--- src/rtl/cru_pkg.sv ---
// Shared types and default divide ratios for the cascaded clock-enable unit.
// Default chain: 240 MHz / 5 = 48 MHz, / 50 = 960 kHz, / 30 = 32 kHz.
package cru_pkg;

    localparam int DIV_W = 8;

    typedef logic [DIV_W-1:0] div_t;

    localparam div_t DIV_48M  = 8'd5;
    localparam div_t DIV_960K = 8'd50;
    localparam div_t DIV_32K  = 8'd30;

    // Stage 0 sits in the least significant byte.
    localparam logic [3*DIV_W-1:0] DIV_INIT_DEF = {DIV_32K, DIV_960K, DIV_48M};

    // A ratio of zero would never wrap, so it is treated as a pass-through.
    function automatic div_t clamp_div(input div_t d);
        return (d == '0) ? div_t'(1) : d;
    endfunction

endpackage

--- src/rtl/cru_stage.sv ---
// One divider stage: counts parent ticks and emits a combinational tick on wrap.
// A pending ratio is swapped in only at wrap, so every period runs on a single ratio.
module cru_stage #(
    parameter int                   DIV_WIDTH = 8,
    parameter logic [DIV_WIDTH-1:0] DIV_RST   = DIV_WIDTH'(1)
) (
    input  logic                 clk,
    input  logic                 reset_n,
    input  logic                 hold,
    input  logic                 parent,
    input  logic                 load,
    input  logic [DIV_WIDTH-1:0] load_div,
    output logic                 tick
);

    localparam logic [DIV_WIDTH-1:0] ONE = DIV_WIDTH'(1);

    logic [DIV_WIDTH-1:0] cnt;
    logic [DIV_WIDTH-1:0] div;
    logic                 wrap;

    function automatic logic [DIV_WIDTH-1:0] clamp(input logic [DIV_WIDTH-1:0] d);
        return (d == '0) ? ONE : d;
    endfunction

    // div never holds zero, so div - 1 cannot underflow.
    assign wrap = (cnt == div - ONE);
    assign tick = parent & wrap & ~hold;

    always_ff @(posedge clk or negedge reset_n) begin
        if (!reset_n) begin
            cnt <= '0;
            div <= clamp(DIV_RST);
        end else if (hold) begin
            cnt <= '0;
        end else if (parent) begin
            if (wrap) begin
                cnt <= '0;
                if (load) begin
                    div <= clamp(load_div);
                end
            end else begin
                cnt <= cnt + ONE;
            end
        end
    end

endmodule

--- src/rtl/cru_cascade.sv ---
// Clock/reset unit: reset synchroniser plus NUM_EN cascaded single-cycle enables
// whose divide ratios can be reprogrammed at run time, taking effect at stage wrap.
module cru_cascade
    import cru_pkg::*;
#(
    parameter int                          NUM_EN      = 3,
    parameter int                          DIV_WIDTH   = 8,
    parameter int                          SYNC_STAGES = 2,
    parameter logic [NUM_EN*DIV_WIDTH-1:0] DIV_INIT    = DIV_INIT_DEF,
    localparam int                         SEL_W       = (NUM_EN > 1) ? $clog2(NUM_EN) : 1
) (
    input  logic                 clk,
    input  logic                 reset_n,
    output logic                 reset_sync,
    output logic [NUM_EN-1:0]    en,
    input  logic                 cfg_valid,
    output logic                 cfg_ready,
    input  logic [SEL_W-1:0]     cfg_sel,
    input  logic [DIV_WIDTH-1:0] cfg_div,
    output logic                 cfg_err
);

    logic [SYNC_STAGES-1:0] sync_q;
    logic                   hold;
    logic                   accept;
    logic                   sel_ok;
    logic                   load_fire;
    logic                   pend;
    logic                   pend_next;
    logic [SEL_W-1:0]       pend_sel;
    logic [DIV_WIDTH-1:0]   pend_div;
    logic [NUM_EN-1:0]      tick;
    logic [NUM_EN-1:0]      parent_v;
    logic [NUM_EN-1:0]      load_v;

    // Ones shift in after release; the output stays asserted until the last stage fills.
    always_ff @(posedge clk or negedge reset_n) begin
        if (!reset_n) begin
            sync_q <= '0;
        end else begin
            sync_q <= {sync_q[SYNC_STAGES-2:0], 1'b1};
        end
    end

    assign reset_sync = ~sync_q[SYNC_STAGES-1];
    assign hold       = reset_sync;

    // Handshake: a request transfers on a clock edge where cfg_valid and cfg_ready are
    // both high; the master must hold cfg_valid/cfg_sel/cfg_div stable until then.
    // cfg_ready is low while a request is pending and returns the cycle after its load.
    assign accept    = cfg_valid & cfg_ready & ~hold;
    assign sel_ok    = (32'(cfg_sel) < NUM_EN);
    assign load_fire = |(load_v & tick);

    always_comb begin
        pend_next = pend;
        if (pend && load_fire) begin
            pend_next = 1'b0;
        end else if (accept && sel_ok) begin
            pend_next = 1'b1;
        end
    end

    always_ff @(posedge clk or negedge reset_n) begin
        if (!reset_n) begin
            pend      <= 1'b0;
            pend_sel  <= '0;
            pend_div  <= '0;
            cfg_ready <= 1'b0;
            cfg_err   <= 1'b0;
            en        <= '0;
        end else begin
            pend      <= pend_next;
            cfg_ready <= ~hold & ~pend_next;
            cfg_err   <= accept & ~sel_ok;
            en        <= hold ? '0 : tick;
            if (accept) begin
                pend_sel <= cfg_sel;
                pend_div <= cfg_div;
            end
        end
    end

    for (genvar i = 0; i < NUM_EN; i++) begin : g_stage
        if (i == 0) begin : g_root
            assign parent_v[i] = 1'b1;
        end else begin : g_child
            assign parent_v[i] = tick[i-1];
        end

        assign load_v[i] = pend & (pend_sel == SEL_W'(i));

        cru_stage #(
            .DIV_WIDTH (DIV_WIDTH),
            .DIV_RST   (DIV_INIT[i*DIV_WIDTH +: DIV_WIDTH])
        ) u_stage (
            .clk      (clk),
            .reset_n  (reset_n),
            .hold     (hold),
            .parent   (parent_v[i]),
            .load     (load_v[i]),
            .load_div (pend_div),
            .tick     (tick[i])
        );
    end

endmodule
--- config.mk ---
export PLATFORM = sky130hd
export DESIGN_NAME = cru_cascade
export DESIGN_NICKNAME = d
export VERILOG_FILES = /design/src/rtl/cru_pkg.sv /design/src/rtl/cru_stage.sv /design/src/rtl/cru_cascade.sv
export SDC_FILE = /design/constraint.sdc
export NUM_CORES = 1
export LEC_CHECK = 0
export ABC_AREA = 1
export ABC_CLOCK_PERIOD_IN_PS = 7170
export CAP_MARGIN = 25
export CORE_MARGIN = 4
export CORE_UTILIZATION = 60
export CTS_CLUSTER_DIAMETER = 30
export DETAILED_ROUTE_END_ITERATION = 10
export PLACE_DENSITY = 0.89
export SYNTH_ARGS = -nofsm -noshare
export SYNTH_HDL_FRONTEND = slang
export SYNTH_HIERARCHICAL = 1
export SYNTH_SLANG_ARGS = --single-unit
--- constraint.sdc ---
create_clock -name clk -period 7.17 [get_ports clk]
set_input_delay 1.0755 -clock clk [delete_from_list [all_inputs] [get_ports clk]]
set_output_delay 1.0755 -clock clk [all_outputs]
set_load 0.05 [all_outputs]
==> qor_table.md, run 1 <==
| Stage | Parameter | Value |
|:---|:---|:---|
| outcome | Run status | finished clean |
| place | Number of port buffers | 18 |
| routing | Total DRC errors in the routed layout | 0 |
| clock tree | Number of buffers inserted during clock tree synthesis | 9 |
| critical path | Required time of the critical path | 7460 ps |
| sta | Final worst clock skew | 8.68 ps |
| place | Placement-stage cell area | 4650 µm² |
| synthesis | Number of flops mapped to enable cells by yosys | 0 |
| sta | Fmax achieved | 206 MHz |
| floorplan | Overall die width | 93.4 µm |
| finish | Post-layout nets | 671 |
| clock tree | Post-cts repair resize count | 0 |
| clock tree | Number of hold buffers added after cts | 0 |
| sta | Total setup violations reported at the end of the flow | 0 |
| critical path | Crit-path cells | inv_2 -> ha_1 -> inv_1 -> nand2_1 -> nand2_1 -> nor2_2 -> nand4_1 -> nor2_2 -> nand2_2 -> nor2_1 -> inv_1 -> nor2_1 -> inv_1 -> nor2_1 -> inv_1 -> nor2_1 -> inv_1 -> nor2_1 -> nand4_1 -> nand3_1 -> nand2_1 -> nor2_1 |
| finish | Ant. Diodes | 0 |
| critical path | Master of the slowest instance on the critical path | sky130_fd_sc_hd__nor2_1 |
| sta | Aggregate negative setup slack | 0 ps |
| place | DP Wirelength | 7.75 mm |
| finish | Share of the core filled with cells in the final layout | 69.7% |
| critical path | Setup crit start | g_stage[0].u_stage/div[0]$_DFFE_PN1P_ |
| synthesis | Ys async rst share | 100% |
| clock tree | Worst-skew pair later-pin latency | 350 ps |
| routing | Number of detailed-routing iterations run before antenna repair | 5 |
| floorplan | Die height | 93.4 µm |
| critical path | Count of buffering cells on the critical path with inverters included | 6 |
| pwr | Leakage power | 2.48 nW |
| critical path | Crit-path leading delay family | simple AND/OR/NAND/NOR gates |
| global route | Total global routing overflow | 0 |
| clock tree | # clock sinks | 66 |
| sta | Transition time at the pin with the least slew margin | 1050 ps |
| finish | Final design area excluding fillers | 4840 µm² |
| sta | Max-slew violation count | 0 |
| finish | Most frequent cells in the layout | 188 x sky130_fd_sc_hd__nand2_1, 77 x sky130_fd_sc_hd__nand3_1, 75 x sky130_fd_sc_hd__inv_1, 57 x sky130_fd_sc_hd__dfrtp_1, 48 x sky130_fd_sc_hd__nor2_1 |
| place | Total instance count after detailed placement | 737 |
| sta | Hold Fails Final Rpt | 0 |
| synthesis | Synth warnings | 6 |
| critical path | Reg-to-reg startpoint | g_stage[0].u_stage/div[0]$_DFFE_PN1P_ |
| global route | Number of antenna violations at the first check in global routing | 0 |
| critical path | Number of logic stages on the critical path including buffering | 22 |
| critical path | Crit path to | cfg_ready$_DFF_PN0_ |
| flow run | Number of maximum-capacitance constraint violations | 0 |
| global route | Global-route wire length before repair | 17.9 mm |
| routing | Iteration-0 DRC count of the detailed router | 595 |
| finish | Area growth from synthesis to layout | 10.5% |
| critical path | Max stage delay on crit path | 640 ps |
| hold path | Min-delay worst type | reg2reg |
| critical path | Critical path endpoint category | flop |
| sta | Final min period | 4850 ps |
| synthesis | Share of the yosys chip area belonging to registers | 38.0% |
| critical path | Kind of start point of the critical path | flop |
| clock tree | Setup repair bufs after CTS | 0 |
| routing | Avg WL per Cell | 14.0 µm |
| synthesis | Synthesized area | 4380 µm² |
| routing | Via Count | 4230 |
| global route | Via count of the first global-routing pass | 3984 |
| synthesis | Synthesized instance count | 629 |
| finish | Layout cells sized above 1 | 13.7% |
| clock tree | CTS tree | yes |
| floorplan | Row count | 30 |
| floorplan | Initial Util | 63.1% |
| finish | Commonest non-fill, non-tap cell in the layout | sky130_fd_sc_hd__nand2_1 |
| pwr | Total power density per cell area | 147 nW/µm² |
| floorplan | Full die area | 8730 µm² |
| critical path | CP Max Fanout | 13 |
| place | Routability-driven placement congestion ratio | 0.943 |
| sta | Period utilization | 67.6% |
| routing | Residual antenna-violating net count after detailed routing | 0 |
| clock tree | Maximum level of the CTS H-tree | 3 |
| clock tree | CTS root buf | sky130_fd_sc_hd__clkbuf_8 |
| synthesis | Mean Syn Cell Area | 6.96 µm² |
| critical path | Arrival time of data at the critical path endpoint | 5130 ps |
| pwr | Total power | 712 µW |
| sta | Unrepaired setup endpoints after global routing | false |
| floorplan | Core box area | 6940 µm² |
| finish | Number of filler instances in the final layout | 543 |
| critical path | Kind of critical path | reg2reg |
| finish | Final cell count without fillers | 753 |
| sta | Remaining max-slew budget at the tightest pin | 29.3% |
| synthesis | Register bit total from synthesis | 66 |
| critical path | CP most frequent cell | sky130_fd_sc_hd__nor2_1 |
| pwr | Highest ir drop seen on vdd | 0.140 mV |
| routing | Final wirelength | 10.5 mm |
| floorplan | Number of primary I/O pins | 19 |
| critical path | R2R depth | 22 |
| global route | Global Route Usage Sum | 26.0% |
| clock tree | Clock edge transition at the registers on the reported setup and hold paths | 80 ps |
| critical path | Endpoint of the worst register-to-register path | cfg_ready$_DFF_PN0_ |
| critical path | Slack of the worst reg-to-reg path | 2320 ps |
| synthesis | Yosys cell types | 29 |
| synthesis | Leading register cell type out of synthesis | sky130_fd_sc_hd__dfrtp_1 |
| routing | Ratio of routed vias to standard cells | 5.62 |
| clock tree | Maximum count of clock buffers along a single path | 2 |
| global route | Largest net degree at the start of global routing | 67 |
[per-stage QoR]
step                      setup WS, ps  hold slack [ps]
after floorplan                   3910              331
after global placement            2710              339
after detailed placement          2430              343
after CTS                         2410              361
after global routing              1850              365
final                             2320              355
[worst min path at each step]
stage                               end                 from  cells after the start
finish              sync_q[1]$_DFF_PN0_  sync_q[0]$_DFF_PN0_                      0
global route        sync_q[1]$_DFF_PN0_  sync_q[0]$_DFF_PN0_                      0
CTS                 sync_q[1]$_DFF_PN0_  sync_q[0]$_DFF_PN0_                      0
detailed placement  sync_q[1]$_DFF_PN0_  sync_q[0]$_DFF_PN0_                      0
global placement    sync_q[1]$_DFF_PN0_  sync_q[0]$_DFF_PN0_                      0
floorplan           sync_q[1]$_DFF_PN0_  sync_q[0]$_DFF_PN0_                      0
[final cells by class]
cell class	count	area, µm²	area share (%)
Clock buffer	10	128	2.64
Clock inverter	6	66.3	1.37
Inverter	86	323	6.67
Multi-Input combinational cell	469	2350	48.6
Sequential cell	66	1660	34.4
Tap cell	96	120	2.48
Timing Repair Buffer	20	190	3.93
[worst reg2reg max path: cells and delay by family (launching register included)]
family,cells,cell delay [ps]
buffers and inverters,6,800
DFF,1,570
and+or+nand+nor,15,3150
adders and majority gates,1,290
[state kept, by name (all words and copies together), names as in the netlist, 2 cells and up]
name and count:
pend_div 8, en 3, sync_q 2, g_stage.u_stage/cnt 24
pend_sel 2, g_stage.u_stage/div 24
[power by group]
part           switching, mW  leakage [nW]  internal [mW]
clock network          0.150        0.0889          0.161
logic                 0.0171          1.53        0.00887
registers            0.00163         0.868          0.374
total                  0.168          2.48          0.544
[cell usage after synthesis, types with 6 or more instances]
master,instances,share of area (%)
sky130_fd_sc_hd__nand2_1,188,16
sky130_fd_sc_hd__nand3_1,77,8.8
sky130_fd_sc_hd__inv_1,75,6.4
sky130_fd_sc_hd__dfrtp_1,57,33
sky130_fd_sc_hd__nor2_1,48,4.1
sky130_fd_sc_hd__nand4_1,29,4.1
sky130_fd_sc_hd__nand2_2,24,3.4
sky130_fd_sc_hd__o21ai_1,18,2.1
sky130_fd_sc_hd__nor2_2,15,2.1
sky130_fd_sc_hd__inv_2,11,0.94
sky130_fd_sc_hd__a21oi_1,10,1.1
sky130_fd_sc_hd__dfstp_2,9,5.4
sky130_fd_sc_hd__nor3_1,9,1.0
sky130_fd_sc_hd__o21ai_0,8,0.91
sky130_fd_sc_hd__buf_2,6,0.69
sky130_fd_sc_hd__ha_1,6,1.7
sky130_fd_sc_hd__o22ai_1,6,0.86
sky130_fd_sc_hd__xnor2_1,6,1.2
[cells by family (layout without fill, tap and decap cells)]
family	count (synthesis)	in the layout	synth area share, %
AND/OR/NAND/NOR	406	406	44.4
other	1	3	0.0856
XOR/XNOR	9	9	1.80
flip-flops	66	66	38.0
AO/OA/AOI/OAI	45	45	5.48
adder cells (fa/ha/maj)	6	6	1.71
buffers and inverters	96	122	8.57
[per-layer routing]
layer | part of all wire [%] | routed length [µm] | track usage, %
met5 | 0 | 0 | 0
met4 | 2.1 | 217 | 9.77
met3 | 7.2 | 753 | 5.15
met2 | 46 | 4850 | 41.2
met1 | 45 | 4690 | 35.3
Power figures use the tool's default switching activity.
==> run 2: changes to the inputs <==
--- a/config.mk
+++ b/config.mk
@@ -6,7 +6,7 @@
 export NUM_CORES = 1
 export LEC_CHECK = 0
 export ABC_AREA = 1
-export ABC_CLOCK_PERIOD_IN_PS = 7170
+export ABC_CLOCK_PERIOD_IN_PS = 4600
 export CAP_MARGIN = 25
 export CORE_MARGIN = 4
 export CORE_UTILIZATION = 60
==> constraint.sdc (replaced) <==
create_clock -name clk -period 4.6 [get_ports clk]
set_input_delay 0.69 -clock clk [delete_from_list [all_inputs] [get_ports clk]]
set_output_delay 0.69 -clock clk [all_outputs]
set_load 0.05 [all_outputs]
==> run 2 against run 1 <==
- design area is 0.54% higher
- routed wire length increased by 1.6%
- maximum frequency rose by 33%
- global-route usage grew 1.0 points
- critical path depth grew 1
- largest power group unchanged
- via count up 0.43%
- setup slack worse by 1400 ps
- largest cell class unchanged
==> qor_table.md, run 2 (synthesized netlist as in run 1, its figures left out) <==
| Stage | Parameter | Value | Change |
|:---|:---|:---|:---|
| outcome | Run status | finished clean | unchanged |
| global route | Global Route Usage Sum | 27.1% | was 26.0% |
| routing | Number of detailed-routing iterations run before antenna repair | 5 | unchanged |
| routing | Iteration-0 DRC count of the detailed router | 464 | was 595 |
| sta | Final worst clock skew | 15.6 ps | was 8.68 ps |
| pwr | Sw Ratio | 24.2% | was 23.7% |
| routing | Residual antenna-violating net count after detailed routing | 0 | unchanged |
| clock tree | Clock edge transition at the registers on the reported setup and hold paths | 80 ps | about the same |
| sta | Final min period | 3660 ps | was 4850 ps |
| sta | Hold_ws | 389 ps | was 355 ps |
| sta | Period utilization | 79.5% | was 67.6% |
| routing | Final wirelength | 10.7 mm | was 10.5 mm |
| finish | Area growth from synthesis to layout | 11.1% | was 10.5% |
| floorplan | Number of primary I/O pins | 19 | unchanged |
| sta | Aggregate negative setup slack | 0 ps | unchanged |
| sta | Unrepaired setup endpoints after global routing | false | unchanged |
| finish | Share of the core filled with cells in the final layout | 70.1% | was 69.7% |
| critical path | Endpoint of the worst register-to-register path | cfg_ready$_DFF_PN0_ | unchanged |
| global route | Total global routing overflow | 0 | unchanged |
| finish | Layout cells sized above 1 | 14.2% | was 13.7% |
| pwr | Leakage power | 2.51 nW | was 2.48 nW |
| critical path | Reg-to-reg startpoint | g_stage[0].u_stage/div[0]$_DFFE_PN1P_ | unchanged |
| critical path | Crit-path leading delay family | simple AND/OR/NAND/NOR gates | unchanged |
| routing | Avg WL per Cell | 14.1 µm | was 14.0 µm |
| critical path | Arrival time of data at the critical path endpoint | 3940 ps | was 5130 ps |
| clock tree | Post-cts repair resize count | 0 | unchanged |
| clock tree | Worst-skew pair later-pin latency | 350 ps | about the same |
| floorplan | Full die area | 8730 µm² | unchanged |
| finish | Ant. Diodes | 0 | unchanged |
| floorplan | Initial Util | 63.1% | unchanged |
| clock tree | Number of hold buffers added after cts | 0 | unchanged |
| clock tree | Maximum level of the CTS H-tree | 3 | unchanged |
| pwr | Clock power frac | 44.1% | was 43.6% |
| critical path | Crit path to | cfg_ready$_DFF_PN0_ | unchanged |
| sta | Fmax achieved | 273 MHz | was 206 MHz |
| finish | Final design area excluding fillers | 4870 µm² | was 4840 µm² |
| critical path | Required time of the critical path | 4880 ps | was 7460 ps |
| clock tree | CTS root buf | sky130_fd_sc_hd__clkbuf_8 | unchanged |
| global route | Largest net degree at the start of global routing | 67 | unchanged |
| floorplan | Row count | 30 | unchanged |
| critical path | Slack of the worst reg-to-reg path | 940 ps | was 2320 ps |
| pwr | Power spent charging and discharging nets | 271 µW | was 168 µW |
| pwr | Cell Int Power | 850 µW | was 544 µW |
| finish | Post-layout nets | 674 | was 671 |
| critical path | Max stage delay on crit path | 560 ps | was 640 ps |
| hold path | Min-delay worst type | reg2reg | unchanged |
| critical path | CP Max Fanout | 13 | unchanged |
| clock tree | Number of buffers inserted during clock tree synthesis | 9 | unchanged |
| sta | Total setup violations reported at the end of the flow | 0 | unchanged |
| critical path | Critical path endpoint category | flop | unchanged |
| clock tree | # clock sinks | 66 | unchanged |
| finish | Leading registers by flop count | g_stage.u_stage/cnt (24), g_stage.u_stage/div (24), pend_div (8) | unchanged |
| pwr | Highest ir drop seen on vdd | 0.272 mV | was 0.140 mV |
| sta | Transition time at the pin with the least slew margin | 1110 ps | was 1050 ps |
| critical path | Setup crit start | g_stage[0].u_stage/div[0]$_DFFE_PN1P_ | unchanged |
| global route | Global-route wire length before repair | 18.7 mm | was 17.9 mm |
| sta | Hold Fails Final Rpt | 0 | unchanged |
| critical path | Count of buffering cells on the critical path with inverters included | 7 | was 6 |
| place | DP Wirelength | 8.07 mm | was 7.75 mm |
| critical path | Master of the slowest instance on the critical path | sky130_fd_sc_hd__dfstp_2 | was sky130_fd_sc_hd__nor2_1 |
| floorplan | Core box area | 6940 µm² | unchanged |
| floorplan | Die height | 93.4 µm | unchanged |
| routing | Ratio of routed vias to standard cells | 5.62 | about the same |
| critical path | Crit-path cells | inv_2 -> ha_1 -> inv_1 -> nand2_1 -> nand2_1 -> nor2_2 -> nand4_1 -> nor2_2 -> nand2_2 -> nor2_1 -> inv_1 -> nor2_1 -> buf_4 -> inv_1 -> nor2_1 -> inv_1 -> nor2_1 -> inv_1 -> nor2_1 -> nand4_1 -> nand3_1 -> nand2_1 -> nor2_1 | was inv_2 -> ha_1 -> inv_1 -> nand2_1 -> nand2_1 -> nor2_2 -> nand4_1 -> nor2_2 -> nand2_2 -> nor2_1 -> inv_1 -> nor2_1 -> inv_1 -> nor2_1 -> inv_1 -> nor2_1 -> inv_1 -> nor2_1 -> nand4_1 -> nand3_1 -> nand2_1 -> nor2_1 |
| clock tree | Maximum count of clock buffers along a single path | 2 | unchanged |
| routing | Total DRC errors in the routed layout | 0 | unchanged |
| critical path | Kind of critical path | reg2reg | unchanged |
| clock tree | Setup repair bufs after CTS | 0 | unchanged |
| finish | Commonest non-fill, non-tap cell in the layout | sky130_fd_sc_hd__nand2_1 | unchanged |
| pwr | Combinational share of power | 3.7% | about the same |
| critical path | R2R depth | 23 | was 22 |
| place | Number of port buffers | 18 | unchanged |
| sta | Max-slew violation count | 0 | unchanged |
| routing | Via Count | 4248 | was 4230 |
| critical path | CP most frequent cell | sky130_fd_sc_hd__nor2_1 | unchanged |
| finish | Most frequent cells in the layout | 188 x sky130_fd_sc_hd__nand2_1, 77 x sky130_fd_sc_hd__nand3_1, 75 x sky130_fd_sc_hd__inv_1, 57 x sky130_fd_sc_hd__dfrtp_1, 48 x sky130_fd_sc_hd__nor2_1 | unchanged |
| flow run | Number of maximum-capacitance constraint violations | 0 | unchanged |
| pwr | Total power density per cell area | 230 nW/µm² | was 147 nW/µm² |
| clock tree | CTS tree | yes | unchanged |
| global route | Number of antenna violations at the first check in global routing | 0 | unchanged |
| floorplan | Overall die width | 93.4 µm | unchanged |
| sta | Remaining max-slew budget at the tightest pin | 25.2% | was 29.3% |
| place | Placement-stage cell area | 4670 µm² | was 4650 µm² |
| global route | Via count of the first global-routing pass | 4029 | was 3984 |
| pwr | Share of power burned in registers | 52.2% | was 52.7% |
| critical path | Number of logic stages on the critical path including buffering | 23 | was 22 |
| critical path | Kind of start point of the critical path | flop | unchanged |
| place | Routability-driven placement congestion ratio | 0.917 | was 0.943 |
run 2: layer usage:
layer,vias to the layer above,GRT usage [%],wire length (µm)
met2,156,45.1,5130
met1,1976,35.0,4590
met4,0,10.4,291
met3,29,4.91,669
li1,2087,-,-
met5,-,0,0
run 2: worst min-delay path by stage:
| stage | startpoint | to | slack [ps] | depth (start not counted) |
|---|---|---|---|---|
| final | sync_q[0]$_DFF_PN0_ | sync_q[1]$_DFF_PN0_ | 390 | 0 |
| after global routing | sync_q[0]$_DFF_PN0_ | sync_q[1]$_DFF_PN0_ | 400 | 0 |
| after CTS | sync_q[0]$_DFF_PN0_ | sync_q[1]$_DFF_PN0_ | 380 | 0 |
| after detailed placement | sync_q[0]$_DFF_PN0_ | sync_q[1]$_DFF_PN0_ | 360 | 0 |
| after global placement | sync_q[0]$_DFF_PN0_ | sync_q[1]$_DFF_PN0_ | 340 | 0 |
| after floorplan | sync_q[0]$_DFF_PN0_ | sync_q[1]$_DFF_PN0_ | 330 | 0 |
run 2: metrics by stage:
step                worst slack (ps)  std cells  power (mW)
finish                           943        756        1.12
global route                     582        756        1.16
CTS                             1010        756        1.13
detailed placement              1050        740       0.638
global placement                1280        739       0.636
floorplan                       1340        631       0.610
run 2: layout make-up:
| type | instances | area (µm²) |
|---|---|---|
| Multi-Input combinational cell | 469 | 2350 |
| Sequential cell | 66 | 1660 |
| Fill cell | 558 | 2080 |
| Clock buffer | 9 | 124 |
| Clock inverter | 7 | 76.3 |
| Tap cell | 96 | 120 |
| Inverter | 86 | 323 |
| Timing Repair Buffer | 23 | 210 |
run 2: power by group through the flow:
stage	registers, mW	logic, mW	clock network, mW
finish	0.586	0.0415	0.494
CTS	0.585	0.0415	0.504
global placement	0.596	0.0402	0
floorplan	0.596	0.0148	0
global route	0.586	0.0459	0.531
detailed placement	0.596	0.0412	0
==> run 3: changes to the inputs <==
--- a/config.mk
+++ b/config.mk
@@ -6,7 +6,7 @@
 export NUM_CORES = 1
 export LEC_CHECK = 0
 export ABC_AREA = 1
-export ABC_CLOCK_PERIOD_IN_PS = 4600
+export ABC_CLOCK_PERIOD_IN_PS = 3400
 export CAP_MARGIN = 25
 export CORE_MARGIN = 4
 export CORE_UTILIZATION = 60
==> constraint.sdc (replaced) <==
create_clock -name clk -period 3.4 [get_ports clk]
set_input_delay 0.51 -clock clk [delete_from_list [all_inputs] [get_ports clk]]
set_output_delay 0.51 -clock clk [all_outputs]
set_load 0.05 [all_outputs]
==> run 3 against run 2 <==
- flip-flop and latch count is the same
- sequential power rose by 35%
- combinational power increased by 34%
- total power up 40%
- routed wire length is 0.59% lower
- critical path depth is 1 lower
- worst hold slack lost 54 ps
- design area up 1.2%
- sequential share of layout area decreased by 0.40 points
- die area unchanged
==> qor_table.md, run 3 (synthesized netlist as in run 1, its figures left out) <==
| Stage | Parameter | Value | Change |
|:---|:---|:---|:---|
| outcome | Run status | finished clean | unchanged |
| clock tree | Maximum count of clock buffers along a single path | 2 | unchanged |
| floorplan | Die height | 93.4 µm | unchanged |
| finish | Post-layout nets | 677 | was 674 |
| critical path | CP Max Fanout | 7 | was 13 |
| clock tree | Number of buffers inserted during clock tree synthesis | 9 | unchanged |
| clock tree | # clock sinks | 66 | unchanged |
| hold path | Min-delay worst type | in2async | was reg2reg |
| flow run | Number of maximum-capacitance constraint violations | 0 | unchanged |
| routing | Total DRC errors in the routed layout | 0 | unchanged |
| global route | Total global routing overflow | 0 | unchanged |
| critical path | Kind of critical path | reg2reg | unchanged |
| global route | Global-route wire length before repair | 18.3 mm | was 18.7 mm |
| place | Total instance count after detailed placement | 742 | was 740 |
| pwr | Cell Int Power | 1.24 mW | was 850 µW |
| critical path | Required time of the critical path | 3680 ps | was 4880 ps |
| finish | Most frequent cells in the layout | 188 x sky130_fd_sc_hd__nand2_1, 77 x sky130_fd_sc_hd__nand3_1, 73 x sky130_fd_sc_hd__inv_1, 57 x sky130_fd_sc_hd__dfrtp_1, 44 x sky130_fd_sc_hd__nor2_1 | was 188 x sky130_fd_sc_hd__nand2_1, 77 x sky130_fd_sc_hd__nand3_1, 75 x sky130_fd_sc_hd__inv_1, 57 x sky130_fd_sc_hd__dfrtp_1, 48 x sky130_fd_sc_hd__nor2_1 |
| critical path | Critical path endpoint category | flop | unchanged |
| pwr | Combinational share of power | 3.5% | was 3.7% |
| routing | Avg WL per Cell | 14.0 µm | was 14.1 µm |
| finish | Final cell count without fillers | 758 | was 756 |
| finish | Share of the core filled with cells in the final layout | 70.9% | was 70.1% |
| sta | Hold Fails Final Rpt | 0 | unchanged |
| critical path | Arrival time of data at the critical path endpoint | 3390 ps | was 3940 ps |
| place | Placement-stage cell area | 4680 µm² | was 4670 µm² |
| clock tree | Clock edge transition at the registers on the reported setup and hold paths | 70 ps | was 80 ps |
| pwr | Total power density per cell area | 320 nW/µm² | was 230 nW/µm² |
| routing | Ratio of routed vias to standard cells | 5.64 | was 5.62 |
| routing | Residual antenna-violating net count after detailed routing | 0 | unchanged |
| sta | Worst Slack Setup Final | 290 ps | was 943 ps |
| sta | Final min period | 3110 ps | was 3660 ps |
| pwr | Highest ir drop seen on vdd | 0.366 mV | was 0.272 mV |
| global route | Via count of the first global-routing pass | 4132 | was 4029 |
| floorplan | Full die area | 8730 µm² | unchanged |
| finish | Ant. Diodes | 0 | unchanged |
| sta | Final worst clock skew | 13.0 ps | was 15.6 ps |
| sta | Transition time at the pin with the least slew margin | 810 ps | was 1110 ps |
| global route | Global Route Usage Sum | 26.0% | was 27.1% |
| sta | Aggregate negative setup slack | 0 ps | unchanged |
| global route | Number of antenna violations at the first check in global routing | 0 | unchanged |
| floorplan | Core box area | 6940 µm² | unchanged |
| global route | Largest net degree at the start of global routing | 67 | unchanged |
| finish | Leading registers by flop count | g_stage.u_stage/cnt (24), g_stage.u_stage/div (24), pend_div (8) | unchanged |
| pwr | Share of power burned in registers | 50.3% | was 52.2% |
| sta | Remaining max-slew budget at the tightest pin | 46.0% | was 25.2% |
| floorplan | Overall die width | 93.4 µm | unchanged |
| clock tree | CTS root buf | sky130_fd_sc_hd__clkbuf_8 | unchanged |
| floorplan | Row count | 30 | unchanged |
| sta | Max-slew violation count | 0 | unchanged |
| finish | Layout cells sized above 1 | 15.3% | was 14.2% |
| pwr | Leakage power | 2.53 nW | was 2.51 nW |
| finish | Commonest non-fill, non-tap cell in the layout | sky130_fd_sc_hd__nand2_1 | unchanged |
| clock tree | Setup repair bufs after CTS | 0 | unchanged |
| pwr | Sw Ratio | 21.4% | was 24.2% |
| place | Routability-driven placement congestion ratio | 0.972 | was 0.917 |
| clock tree | CTS tree | yes | unchanged |
| sta | Unrepaired setup endpoints after global routing | false | unchanged |
| clock tree | Worst-skew pair later-pin latency | 340 ps | was 350 ps |
| sta | Total setup violations reported at the end of the flow | 0 | unchanged |
| place | DP Wirelength | 7.79 mm | was 8.07 mm |
| sta | Fmax achieved | 321 MHz | was 273 MHz |
| finish | Area growth from synthesis to layout | 12.4% | was 11.1% |
| floorplan | Number of primary I/O pins | 19 | unchanged |
| finish | Final design area excluding fillers | 4920 µm² | was 4870 µm² |
| pwr | Clock power frac | 46.2% | was 44.1% |
| place | Number of port buffers | 18 | unchanged |
| routing | Iteration-0 DRC count of the detailed router | 337 | was 464 |
| pwr | Power spent charging and discharging nets | 337 µW | was 271 µW |
| clock tree | Maximum level of the CTS H-tree | 3 | unchanged |
| sta | Period utilization | 91.5% | was 79.5% |
| place | Worst slack, placed | 103 ps | was 1050 ps |
| critical path | Kind of start point of the critical path | flop | unchanged |
| routing | Number of detailed-routing iterations run before antenna repair | 5 | unchanged |
| routing | Via Count | 4278 | was 4248 |
| floorplan | Initial Util | 63.1% | unchanged |
| routing | Final wirelength | 10.6 mm | was 10.7 mm |
-- run 3: power groups by stage --
stage	logic (mW)	registers [mW]	clock network, mW
2_1_floorplan	0.0201	0.806	0
3_3_place_gp	0.0543	0.806	0
3_5_place_dp	0.0552	0.807	0
4_1_cts	0.0553	0.792	0.731
5_1_grt	0.0613	0.792	0.769
6_report	0.0555	0.792	0.727
-- run 3: metal layers --
layer / routed length [µm] / up-vias / global-route usage (%)
met3: 751 / 30 / 5.39
met5: 0 / - / 0
li1: - / 2084 / -
met4: 257 / 0 / 9.65
met2: 4970 / 174 / 42.0
met1: 4640 / 1990 / 34.2
-- run 3: cell type report --
class | instances | area [µm²]
clock buffers | 11 | 141
clock inverters | 4 | 76.3
fillers | 549 | 2020
inverters | 86 | 323
multi-input cells | 469 | 2360
flip-flops and latches | 66 | 1660
well taps | 96 | 120
repair buffers | 26 | 235
-- run 3: timing repair --
action | CTS | global route
endpoints found under the hold margin | 0 | 0
gates resized for setup | 0 | 7
endpoints found under the setup margin | 0 | 18
hold buffers | 0 | 0
-- run 3: final timing paths --
path	depth (start not counted)	slack, ps	endpoint	from
worst max register to register	22	290	cfg_ready$_DFF_PN0_	g_stage[0].u_stage/div[0]$_DFFE_PN1P_
worst min-delay path	2	340	en[2]$_DFF_PN0_	reset_n
min in group clk	0	350	sync_q[1]$_DFF_PN0_	sync_q[0]$_DFF_PN0_
worst min register to register	0	350	sync_q[1]$_DFF_PN0_	sync_q[0]$_DFF_PN0_
worst max-delay path	22	290	cfg_ready$_DFF_PN0_	g_stage[0].u_stage/div[0]$_DFFE_PN1P_
max in group asynchronous	2	2520	g_stage[1].u_stage/cnt[6]$_DFFE_PN0P_	reset_n
-- run 3: stage by stage --
stage          total power [mW]  hold slack, ps
2_1_floorplan             0.826             214
3_3_place_gp              0.861             333
3_5_place_dp              0.862             338
4_1_cts                    1.58             355
5_1_grt                    1.62             372
6_report                   1.57             336
-- run 3: critical path: stages (launching register included) --
cell and delay [ps]:
sky130_fd_sc_hd__dfstp_2 570, sky130_fd_sc_hd__inv_2 70, sky130_fd_sc_hd__ha_1 290, sky130_fd_sc_hd__inv_1 40, sky130_fd_sc_hd__nand2_1 60, sky130_fd_sc_hd__nand2_1 60, sky130_fd_sc_hd__nor2_2 110, sky130_fd_sc_hd__nand4_1 110
sky130_fd_sc_hd__nor2_2 190, sky130_fd_sc_hd__nand2_2 150, sky130_fd_sc_hd__nor2_2 150, sky130_fd_sc_hd__inv_1 50, sky130_fd_sc_hd__nor2_1 140, sky130_fd_sc_hd__inv_2 100, sky130_fd_sc_hd__nor2_4 180, sky130_fd_sc_hd__inv_1 70
sky130_fd_sc_hd__nor2_2 120, sky130_fd_sc_hd__inv_2 90, sky130_fd_sc_hd__nor2_2 150, sky130_fd_sc_hd__nand4_1 110, sky130_fd_sc_hd__nand3_1 100, sky130_fd_sc_hd__nand2_1 70, sky130_fd_sc_hd__nor2_1 80
